--- src/rtl/filt_stim_gen.sv ---
// Burst stimulus generator (step / ramp / square / noisy square) feeding the 4-tap smoothing filter.
// Define STIM_NOISE_EN to build the noise LFSR; otherwise mode 3 falls back to the plain square wave.
module filt_stim_gen #(
    parameter int         NUM_SAMPLES = 64,
    parameter int         HALF_PERIOD = 8,
    parameter logic [7:0] LFSR_SEED   = 8'hA5
) (
    input  logic       CLOCK_50,
    input  logic       rst,
    input  logic       start,
    input  logic [1:0] mode,
    input  logic [7:0] amplitude,
    input  logic       hold,
    output logic [7:0] x,
    output logic       x_valid,
    output logic       busy,
    output logic       done
);

    localparam int             KW      = $clog2(NUM_SAMPLES + 1);
    localparam logic [KW-1:0]  KEnd    = KW'(NUM_SAMPLES);
    localparam logic [KW-1:0]  KHalf   = KW'(NUM_SAMPLES / 2);
    localparam logic [7:0]     PhLast  = 8'(HALF_PERIOD - 1);

    typedef enum logic [1:0] {IDLE, RUN, DONE} state_t;

    state_t        state_q;
    logic [KW-1:0] k_q;
    logic [7:0]    phase_q;
    logic          oddHalf_q;
    logic [1:0]    mode_q;
    logic [7:0]    amp_q;
    logic [7:0]    x_q;
    logic          xValid_q;
    logic          busy_q;
    logic          done_q;

    logic [1:0]    curMode;
    logic [7:0]    curAmp;
    logic [7:0]    sqVal;
    logic [7:0]    noisyVal;
    logic [7:0]    sample_d;
    logic [7:0]    phase_d;
    logic          oddHalf_d;
    logic          emit;

`ifdef STIM_NOISE_EN
    localparam logic [7:0] SeedEff = (LFSR_SEED == 8'd0) ? 8'h01 : LFSR_SEED;
    logic [7:0] lfsr_q;
    logic [8:0] noisySum;
`endif

    // In IDLE the first sample is built straight from the inputs, since mode/amplitude latch on the same edge.
    always_comb begin
        curMode   = (state_q == IDLE) ? mode : mode_q;
        curAmp    = (state_q == IDLE) ? amplitude : amp_q;
        sqVal     = oddHalf_q ? curAmp : 8'd0;
        noisyVal  = sqVal;
`ifdef STIM_NOISE_EN
        noisySum  = {1'b0, sqVal} + {6'd0, lfsr_q[2:0]};
        noisyVal  = noisySum[8] ? 8'hFF : noisySum[7:0];
`endif
        case (curMode)
            2'd0:    sample_d = (k_q < KHalf) ? 8'd0 : curAmp;
            2'd1:    sample_d = curAmp + 8'(k_q);
            2'd2:    sample_d = sqVal;
            default: sample_d = noisyVal;
        endcase
        if (phase_q == PhLast) begin
            phase_d   = 8'd0;
            oddHalf_d = ~oddHalf_q;
        end else begin
            phase_d   = phase_q + 8'd1;
            oddHalf_d = oddHalf_q;
        end
        emit = ((state_q == IDLE) && start) ||
               ((state_q == RUN) && !hold && (k_q != KEnd));
    end

    always_ff @(posedge CLOCK_50 or negedge rst) begin
        if (!rst) begin
            state_q   <= IDLE;
            k_q       <= '0;
            phase_q   <= 8'd0;
            oddHalf_q <= 1'b0;
            mode_q    <= 2'd0;
            amp_q     <= 8'd0;
            x_q       <= 8'd0;
            xValid_q  <= 1'b0;
            busy_q    <= 1'b0;
            done_q    <= 1'b0;
        end else begin
            case (state_q)
                IDLE: begin
                    done_q   <= 1'b0;
                    xValid_q <= 1'b0;
                    if (start) begin
                        mode_q    <= mode;
                        amp_q     <= amplitude;
                        x_q       <= sample_d;
                        xValid_q  <= 1'b1;
                        busy_q    <= 1'b1;
                        k_q       <= k_q + 1'b1;
                        phase_q   <= phase_d;
                        oddHalf_q <= oddHalf_d;
                        state_q   <= RUN;
                    end
                end
                RUN: begin
                    if (hold) begin
                        xValid_q <= 1'b0;
                    end else if (k_q == KEnd) begin
                        x_q       <= 8'd0;
                        xValid_q  <= 1'b0;
                        busy_q    <= 1'b0;
                        done_q    <= 1'b1;
                        k_q       <= '0;
                        phase_q   <= 8'd0;
                        oddHalf_q <= 1'b0;
                        state_q   <= DONE;
                    end else begin
                        x_q       <= sample_d;
                        xValid_q  <= 1'b1;
                        k_q       <= k_q + 1'b1;
                        phase_q   <= phase_d;
                        oddHalf_q <= oddHalf_d;
                    end
                end
                DONE: begin
                    done_q  <= 1'b0;
                    state_q <= IDLE;
                end
                default: state_q <= IDLE;
            endcase
        end
    end

`ifdef STIM_NOISE_EN
    // The LFSR deliberately survives between bursts; only reset reseeds it.
    always_ff @(posedge CLOCK_50 or negedge rst) begin
        if (!rst) begin
            lfsr_q <= SeedEff;
        end else if (emit && (curMode == 2'd3)) begin
            lfsr_q <= {lfsr_q[6:0], lfsr_q[7] ^ lfsr_q[5] ^ lfsr_q[4] ^ lfsr_q[3]};
        end
    end
`endif

    assign x       = x_q;
    assign x_valid = xValid_q;
    assign busy    = busy_q;
    assign done    = done_q;

endmodule

--- config.mk ---
export PLATFORM = sky130hd
export DESIGN_NAME = filt_stim_gen
export DESIGN_NICKNAME = d
export VERILOG_FILES = /design/src/rtl/filt_stim_gen.sv
export SDC_FILE = /design/constraint.sdc
export NUM_CORES = 1
export LEC_CHECK = 0
export BUFFER_PORTS_ARGS = -buffer_cell sky130_fd_sc_hd__buf_2
export CAP_MARGIN = 20
export CORE_ASPECT_RATIO = 1.1
export CORE_UTILIZATION = 50
export CTS_CLUSTER_DIAMETER = 80
export DETAILED_ROUTE_END_ITERATION = 10
export HOLD_SLACK_MARGIN = 0.02
export PLACE_DENSITY = 0.77
export SYNTH_ARGS = -nofsm -noshare
export SYNTH_HDL_FRONTEND = slang
export SYNTH_SLANG_ARGS = --single-unit
--- constraint.sdc ---
create_clock -name CLOCK_50 -period 3.8 [get_ports CLOCK_50]
set_input_delay 0.57 -clock CLOCK_50 [delete_from_list [all_inputs] [get_ports CLOCK_50]]
set_output_delay 0.57 -clock CLOCK_50 [all_outputs]
set_load 0.03 [all_outputs]
## Yosys cells after proc, flatten, opt, wreduce, memory -nomap -nowiden

Index checks and enable logic that the tools add are counted.

| operators by class | value |
|---|---|
| reductions and logical operators | 10 |
| multiplexer cells | 38 |
| magnitude comparators | 1 |
| $add $sub $neg | 3 |
| equal/unequal tests | 8 |
| bitwise logic cells | 1 |

Operators by type and width:

| cell | count |
|---|---|
| 8-bit 2-to-1 mux | 10 |
| 8-bit case mux with 2 select lines | 3 |
| 7-bit 2-to-1 mux | 3 |
| 7-bit case mux with 2 select lines | 1 |
| 1-bit 2-to-1 mux | 12 |
| 3-bit AND reduction | 3 |
| 8-bit by 1-bit adder with 8-bit output, second input constant | 1 |
| 8-bit by 7-bit adder with 8-bit output | 1 |
| 8-bit by 3-bit equality test with 1-bit output, second input constant | 1 |
| 2-bit 2-to-1 mux | 4 |
| 1-bit case mux with 2 select lines | 4 |
| 7-bit by 1-bit adder with 7-bit output, second input constant | 1 |
| 7-bit equality test, second input constant | 1 |
| 7-bit by 6-bit < comparator with 1-bit output, second input constant | 1 |
| 2-bit by 1-bit equality test with 1-bit output, second input constant | 2 |
| 2-bit zero test | 2 |
| 2-bit != test, second input constant | 2 |
| 2-bit case mux with 2 select lines | 1 |
| 4-bit AND reduction | 1 |
| 2-bit nonzero test | 2 |
| 2-bit equality test, second input constant | 1 |
| 2-bit by 1-bit != test with 1-bit output, second input constant | 1 |
| 2-bit AND reduction | 1 |
| 2-bit OR reduction | 1 |
| 1-bit inverter | 1 |

| word-level totals | value |
|---|---|
| bits in registers | 39 |
| logic and storage cells | 71 |
| bits of input ports | 14 |

## Logic depth before layout (Yosys ltp)

Gate-level depths: netlist (run 1).

| logic depth | value |
|---|---|
| word-level depth | 7 |
| depth in mapped cells | 12 |
| mapped depth without buffers | 10 |

## Worst setup path before layout (run 1)

OpenSTA, ideal clock, no wires.

| timing path | value |
|---|---|
| kind | register to register |
| start | register state_q[0] |
| end | register x_q[6] (netlist: x[6]) |
| cell stages (with the launch flop) | 13 |
| path slack | 1024 ps |
| required time | 3676 ps |
| setup time | 124 ps |
| arrival time | 2652 ps |
| period minus slack after synthesis | 2776 ps |
| cell sequence | dfrtp_1 > clkbuf_1 > nor2_1 > buf_2 > mux2_2 > ha_1 > inv_1 > fa_1 > nor2b_1 > o31ai_1 > mux2i_1 > a211oi_1 > a211o_1 |

| on the way | value |
|---|---|
| word-level cells in the longest chain between the ends | 7 |
| elaborated cells between the ends (all ways) | 18 |
| classes of those cells | add/sub: 1; eq/ne: 4; mux: 9; reduce/logical: 4 |

Ends and longest elaborated chain:

| element | RTL line | source |
|---|---|---|
| start: declaration | 27 | `state_t state_q;` |
| start signal: assignment | 82 | `state_q <= IDLE;` |
| start signal: assignment | 106 | `state_q <= RUN;` |
| start signal: assignment | 120 | `state_q <= DONE;` |
| 2-bit zero test | 55, 56, 93 |  |
| 8-bit 2-to-1 mux or 2-bit 2-to-1 mux (tied branches) | 56, 55 |  |
| 8-bit by 7-bit adder with 8-bit output (tied with other cells) | 65 | `2'd1: sample_d = curAmp + 8'(k_q);` |
| 8-bit case mux with 2 select lines | 63 | `case (curMode)` |
| 8-bit 2-to-1 mux | 112 | `end else if (k_q == KEnd) begin` |
| 8-bit 2-to-1 mux | 110 | `if (hold) begin` |
| 8-bit case mux with 2 select lines | 93 | `case (state_q)` |
| end signal: assignment | 100 | `x_q <= sample_d;` |
| end signal: assignment | 122 | `x_q <= sample_d;` |
| end: declaration | 33 | `logic [7:0] x_q;` |

Several ways; a longest one is shown, not always the timed one. The select of a mux whose other input is x is not followed.
A chain may end at the register's enable or synchronous reset.

## Worst setup path after layout (run 1)

| timing path | value |
|---|---|
| start | register state_q[1] |
| end | register x_q[6] (netlist: x[6]) |

Same word-level chain as after synthesis.

==> load_flow_metrics.sql, run 1 <==
INSERT INTO impl_metrics (metric_group, metric, value, unit) VALUES
('logic_synthesis', 'synth-edff-count', '0', ''),
('route', 'first_pass_iters', '4', ''),
('place', 'detailedPlacementHpwl', '3.48', 'mm'),
('cts', 'cts-root-to-sink-buffers', '2', ''),
('cts', 'numClockSinks', '39', ''),
('pwr', 'power_switching_share', '0.420', ''),
('die', 'pin_count', '25', ''),
('die', 'die_h', '72.8', 'um'),
('hold_path', 'hold_class', 'input pin to asynchronous set/reset pin', ''),
('pwr', 'total_switching_power', '0.922', 'mW'),
('route', 'drt-wirelength-per-cell', '15.4', 'um'),
('finish', 'post_route_cells_drive_above_1_share', '0.219', ''),
('logic_synthesis', 'ys_seq_elements', '39', ''),
('die', 'floorplan.initialDensity', '0.524', ''),
('critical_path', 'regToRegEndpoint', 'x[6]', ''),
('die', 'die_w', '66.4', 'um'),
('cts', 'path_clk_slew', '0.08', 'ns'),
('place', 'detailed_place.area', '2440', 'um2'),
('critical_path', 'r2r_setup_slack', '0.79', 'ns'),
('logic_synthesis', 'synth_area', '2280', 'um2'),
('logic_synthesis', 'syn_avg_cell_area', '9.70', 'um2'),
('sta', 'slew_violations', '0', ''),
('sta', 'post-route-period-util', '0.793', ''),
('status', 'status', 'complete, no violations', ''),
('logic_synthesis', 'yosys_warnings', '0', ''),
('route', 'drt_iter0_drc', '130', ''),
('pwr', 'clock_power_share', '0.165', ''),
('critical_path', 'crit_path_leading_delay_family', 'compound AO/OA/AOI/OAI gates', ''),
('pwr', 'power.combinational.fraction', '0.504', ''),
('finish', 'final_design_area_no_fill', '2560', 'um2'),
('critical_path', 'worstPathRequired', '3.99', 'ns'),
('sta', 'post-route-min-period', '3.01', 'ns'),
('sta', 'slew_headroom', '0.424', ''),
('pwr', 'vdd_ir_drop_max', '0.364', 'mV'),
('critical_path', 'start_kind', 'flip-flop', ''),
('critical_path', 'cpMaxStageDelayCell', 'sky130_fd_sc_hd__dfrtp_1', ''),
('run', 'max_cap_viol', '0', ''),
('pwr', 'power_leakage', '1.18', 'nW'),
('sta', 'worst_slew_pin_slew', '0.864', 'ns'),
('cts', 'tritoncts', 'built', ''),
('finish', 'stdcell_count', '314', ''),
('route', 'via_total_after_detailed_routing', '1826', ''),
('logic_synthesis', 'synth_nets', '260', ''),
('place', 'placed_cells_incl_taps', '306', ''),
('grt', 'first_global_vias', '1865', ''),
('finish', 'final_core_util', '0.588', ''),
('cts', 'holdBufCountCts', '0', ''),
('critical_path', 'reg2reg_depth', '11', ''),
('die', 'core_area', '4350', 'um2'),
('logic_synthesis', 'post_synth_inst_count', '235', ''),
('route', 'count_of_unresolved_drc_violations_after_routing', '0', ''),
('pwr', 'internal_power', '1.27', 'mW'),
('cts', 'post_cts_resize_count', '0', ''),
('sta', 'finalHoldViolCount', '0', ''),
('sta', 'grt_setup_unrepaired', 'false', ''),
('critical_path', 'max_stage_delay', '0.50', 'ns'),
('grt', 'antenna_found_initial', '0', ''),
('route', 'route.antenna.remaining_nets', '0', ''),
('place', 'gp_congestion', '0.870', ''),
('logic_synthesis', 'ys_top_cells_by_area', 'sky130_fd_sc_hd__dfrtp_1 43%, sky130_fd_sc_hd__mux2_2 8.4%, sky130_fd_sc_hd__ha_1 5.5%, sky130_fd_sc_hd__nand2_1 4.8%, sky130_fd_sc_hd__nor2_1 3.0%', ''),
('logic_synthesis', 'cell_types_with_the_highest_counts_after_synthesis', '39 x sky130_fd_sc_hd__dfrtp_1, 29 x sky130_fd_sc_hd__nand2_1, 18 x sky130_fd_sc_hd__nor2_1', ''),
('logic_synthesis', 'synthDominantAreaCellType', 'sky130_fd_sc_hd__dfrtp_1', ''),
('critical_path', 'rr_startpoint', 'state_q[1]', ''),
('critical_path', 'startpoint', 'state_q[1]', ''),
('critical_path', 'timing_worst_setup_path_type', 'flip-flop to flip-flop', ''),
('grt', 'groute.usage.overall', '0.231', ''),
('cts', 'insertion_delay', '0.30', 'ns'),
('pwr', 'power_density', '858', 'nW/um2'),
('finish', 'insertedDiodeCount', '0', ''),
('finish', 'nNetsFinal', '284', ''),
('sta', 'clock.fmax', '332', 'MHz');
[worst register-to-register path: stages, from the launching register on]
cell and delay [ns]:
sky130_fd_sc_hd__dfrtp_1 0.50, sky130_fd_sc_hd__nor2_1 0.30, sky130_fd_sc_hd__buf_4 0.24, sky130_fd_sc_hd__mux2_2 0.37, sky130_fd_sc_hd__ha_1 0.22, sky130_fd_sc_hd__inv_1 0.08
sky130_fd_sc_hd__fa_1 0.21, sky130_fd_sc_hd__nor2b_1 0.07, sky130_fd_sc_hd__o31ai_1 0.32, sky130_fd_sc_hd__mux2i_1 0.23, sky130_fd_sc_hd__a211oi_1 0.08, sky130_fd_sc_hd__a211o_1 0.29
[cell type report]
cell class / count / area (um2)
flip-flops and latches: 39 / 976
fillers: 398 / 1790
inverters: 8 / 30.0
repair buffers: 25 / 128
multi-input cells: 180 / 1240
well taps: 54 / 67.6
clock inverters: 2 / 35.0
clock buffers: 6 / 82.6
[kinds of logic (layout without fill, tap and decap cells)]
| group | count (synthesis) | in the layout | synth area share |
|---|---|---|---|
| AND/OR/NAND/NOR | 85 | 85 | 0.189 |
| AO/OA/AOI/OAI | 56 | 56 | 0.162 |
| flip-flops | 39 | 39 | 0.428 |
| multiplexers | 19 | 19 | 0.0928 |
| buffers and inverters | 16 | 41 | 0.0291 |
| adder cells (fa/ha/maj) | 11 | 11 | 0.0637 |
| XOR/XNOR | 9 | 9 | 0.0346 |
[state kept, by name, indices dropped and copies added, names as in the netlist]
register and flops:
phase_q 8, oddHalf_q 1, mode_q 2, done 1
amp_q 8, busy 1, x_valid 1, state_q 2
k_q 7, x 8
[through the flow]
step	power, mW	worst slack (ns)
3_5_place_dp	1.83	0.832
4_1_cts	2.20	0.785
3_3_place_gp	1.80	0.916
5_1_grt	2.38	0.501
2_1_floorplan	1.58	1.02
6_report	2.19	0.785
[how the worst min path moves through the flow]
stage	endpoint	slack, ns	startpoint	cells past startpoint
6_report	phase_q[5]	0.38	rst	1
5_1_grt	phase_q[5]	0.44	rst	1
3_5_place_dp	busy	0.46	busy	1
3_3_place_gp	busy	0.46	busy	1
4_1_cts	phase_q[5]	0.40	rst	1
2_1_floorplan	amp_q[0]	0.27	rst	0
[routing by layer]
layer	share of wire	global-route usage	wire length (um)
met5	0	0	0
met1	0.46	0.276	2200
met4	0.019	0.118	94
met3	0.038	0.0563	183
met2	0.49	0.384	2350
[cell usage in the layout (no fill, tap or decap), drive strengths merged, types with 3 or more instances in the layout]
master / n
nor2: 18
nor3: 9
a21o: 3
inv: 8
o21a: 4
mux2: 17
buf: 25
and3: 3
a21oi: 12
nor4: 4
nand2b: 3
xor2: 4
nand2: 29
o31ai: 6
a211o: 4
xnor2: 5
ha: 10
nand3: 5
clkbuf: 6
dfrtp: 39
o21ai: 15
a211oi: 3
[power by group through the flow]
stage	registers [mW]	clock network [mW]	logic, mW
3_5_place_dp	0.730	0	1.10
3_3_place_gp	0.728	0	1.07
2_1_floorplan	0.751	0	0.827
4_1_cts	0.725	0.367	1.11
5_1_grt	0.750	0.388	1.24
6_report	0.725	0.362	1.11
Power figures use the tool's default switching activity.
==> run 2: changes to the inputs <==
==> constraint.sdc (replaced) <==
create_clock -name CLOCK_50 -period 3.1 [get_ports CLOCK_50]
set_input_delay 0.465 -clock CLOCK_50 [delete_from_list [all_inputs] [get_ports CLOCK_50]]
set_output_delay 0.465 -clock CLOCK_50 [all_outputs]
set_load 0.03 [all_outputs]
==> load_flow_metrics.sql, run 2 (same netlist as run 1, synthesis figures left out) <==
INSERT INTO impl_metrics (metric_group, metric, value, unit) VALUES
('status', 'status', 'complete, no violations', ''),
('die', 'placementRows', '25', ''),
('sta', 'finalSetupViolCount', '0', ''),
('grt', 'groute.layer.met1.usage', '0.310', ''),
('grt', 'antenna_found_initial', '0', ''),
('finish', 'fill_cells', '374', ''),
('die', 'floorplan.initialDensity', '0.524', ''),
('grt', 'overflow', '0', ''),
('grt', 'grt_most_used_layer', 'met2', ''),
('route', 'via_total_after_detailed_routing', '1819', ''),
('finish', 'commonest_non_fill_non_tap_cell_in_the_layout', 'sky130_fd_sc_hd__dfrtp_1', ''),
('sta', 'post-route-period-util', '0.880', ''),
('die', 'pin_count', '25', ''),
('cts', 'cts-root-to-sink-buffers', '2', ''),
('finish', 'final_design_area_no_fill', '2570', 'um2'),
('critical_path', 'start_kind', 'flip-flop', ''),
('cts', 'cts_inserted_buffers', '5', ''),
('hold_path', 'hold_class', 'input pin to asynchronous set/reset pin', ''),
('place', 'detailedPlacementHpwl', '3.60', 'mm'),
('place', 'placed_cells_incl_taps', '310', ''),
('sta', 'post-route-min-period', '2.73', 'ns'),
('die', 'die-area', '4830', 'um2'),
('route', 'first_pass_iters', '4', ''),
('critical_path', 'worstPathRequired', '3.28', 'ns'),
('sta', 'setup_total_negative_slack', '0', 'ns'),
('grt', 'grt_max_degree', '40', ''),
('cts', 'cts_post_setup_buffers_inserted', '0', ''),
('pwr', 'power_density', '1030', 'nW/um2'),
('route', 'avgViaCountPerCell', '5.72', ''),
('sta', 'finalHoldViolCount', '0', ''),
('finish', 'most-common-layout-cells', '39 x sky130_fd_sc_hd__dfrtp_1, 29 x sky130_fd_sc_hd__nand2_1, 24 x sky130_fd_sc_hd__buf_2', ''),
('sta', 'slew_headroom', '0.393', ''),
('route', 'route.antenna.remaining_nets', '0', ''),
('cts', 'tritoncts', 'built', ''),
('cts', 'clock_root_buffer', 'sky130_fd_sc_hd__clkbuf_8', ''),
('grt', 'grt_pass1_wl', '8.53', 'mm'),
('route', 'drt_iter0_drc', '124', ''),
('critical_path', 'worst_ep_arrival_time', '2.90', 'ns'),
('die', 'die_h', '72.8', 'um'),
('route', 'count_of_unresolved_drc_violations_after_routing', '0', ''),
('grt', 'grt.met3_usage', '0.0516', ''),
('finish', 'area_of_combinational_cells_with_multiple_inputs', '1240', 'um2'),
('route', 'wl', '5.04', 'mm'),
('cts', 'maximum_level_of_the_cts_h_tree', '2', ''),
('finish', 'stdcell_count', '318', ''),
('run', 'max_cap_viol', '0', ''),
('finish', 'insertedDiodeCount', '0', ''),
('grt', 'grtUsageMet2', '0.379', ''),
('finish', 'post_route_cells_drive_above_1_share', '0.227', ''),
('route', 'drt-wirelength-per-cell', '15.8', 'um'),
('place', 'gp_congestion', '0.892', ''),
('cts', 'path_clk_slew', '0.08', 'ns'),
('finish', 'seq_area', '976', 'um2'),
('finish', 'nNetsFinal', '288', ''),
('place', 'detailed_place.area', '2470', 'um2'),
('grt', 'groute.usage.overall', '0.233', ''),
('grt', 'first_global_vias', '1797', ''),
('place', 'place.port_buffers', '24', ''),
('finish', 'area.growth.synth_to_final', '12.7', '%'),
('sta', 'clock.fmax', '367', 'MHz'),
('sta', 'worst_slew_pin_slew', '0.911', 'ns'),
('die', 'core_area', '4350', 'um2'),
('cts', 'numClockSinks', '39', ''),
('critical_path', 'critical_path.endpoint_type', 'flip-flop', ''),
('sta', 'grt_setup_unrepaired', 'false', ''),
('cts', 'insertion_delay', '0.30', 'ns'),
('cts', 'holdBufCountCts', '0', ''),
('sta', 'finClkSkew', '0.00812', 'ns'),
('pwr', 'vdd_ir_drop_max', '0.493', 'mV'),
('die', 'die_w', '66.4', 'um'),
('critical_path', 'timing.critical_path.fanout_max', '7', ''),
('sta', 'slew_violations', '0', ''),
('cts', 'post_cts_resize_count', '0', ''),
('pwr', 'power_leakage', '1.19', 'nW'),
('pwr', 'power.total', '2.65', 'mW'),
('critical_path', 'timing_worst_setup_path_type', 'flip-flop to flip-flop', '');
==> run 2: cell types whose count changed in the layout (fill, tap and decap cells not counted) <==
cell,previous run,this run
sky130_fd_sc_hd__buf_4,1,5
sky130_fd_sc_hd__bufinv_16,1,0
sky130_fd_sc_hd__clkbuf_1,0,1
sky130_fd_sc_hd__clkbuf_8,6,7
sky130_fd_sc_hd__clkinv_2,1,0
==> run 2: path summary, 6_finish.rpt <==
kind,to,cells after the start,startpoint,slack [ns]
max reg2reg,x[6],9,state_q[0],0.37
min,phase_q[5],1,rst,0.30
max,x[6],9,state_q[0],0.37
min reg2reg,x_valid,2,x_valid,0.48
max in group asynchronous,amp_q[2],1,rst,2.23
min in group CLOCK_50,amp_q[2],2,amplitude[2],0.42
==> run 2: area by class of cell <==
class | count | area share
inverter | 8 | 0.0117
tap | 54 | 0.0263
timing repair buffer | 29 | 0.0614
sequential | 39 | 0.380
multi-input combinational | 180 | 0.482
clock buffer | 8 | 0.0390
==> run 2: routing by layer <==
layer / up-vias / part of all wire / wire length [um]
li1: 898 / - / -
met1: 880 / 0.46 / 2300
met2: 35 / 0.50 / 2500
met3: 6 / 0.039 / 195
met4: 0 / 0.0091 / 46
met5: - / 0 / 0
==> run 2: worst max-delay path, cell delays in order, from the launching register on <==
cell	delay, ns
sky130_fd_sc_hd__dfrtp_1	0.38
sky130_fd_sc_hd__nor2_1	0.20
sky130_fd_sc_hd__buf_4	0.20
sky130_fd_sc_hd__mux2_2	0.36
sky130_fd_sc_hd__ha_1	0.33
sky130_fd_sc_hd__nor2b_1	0.16
sky130_fd_sc_hd__o31ai_1	0.34
sky130_fd_sc_hd__mux2i_1	0.25
sky130_fd_sc_hd__a211oi_1	0.09
sky130_fd_sc_hd__a211o_1	0.30
==> run 2: stage by stage <==
step                worst slack, ns   util  hold slack, ns
CTS                           0.374  0.591           0.321
detailed placement            0.402  0.568           0.461
finish                        0.373  0.591           0.295
floorplan                     0.324      -           0.169
global placement              0.509  0.568           0.457
global route                  0.213  0.591           0.366
==> run 2: report_power, final <==
group	total (mW)	switching (mW)	leakage [nW]	internal [mW]
clock	0.381	0.178	0.0515	0.203
sequential	0.886	0.176	0.489	0.710
combinational	1.38	0.781	0.647	0.601
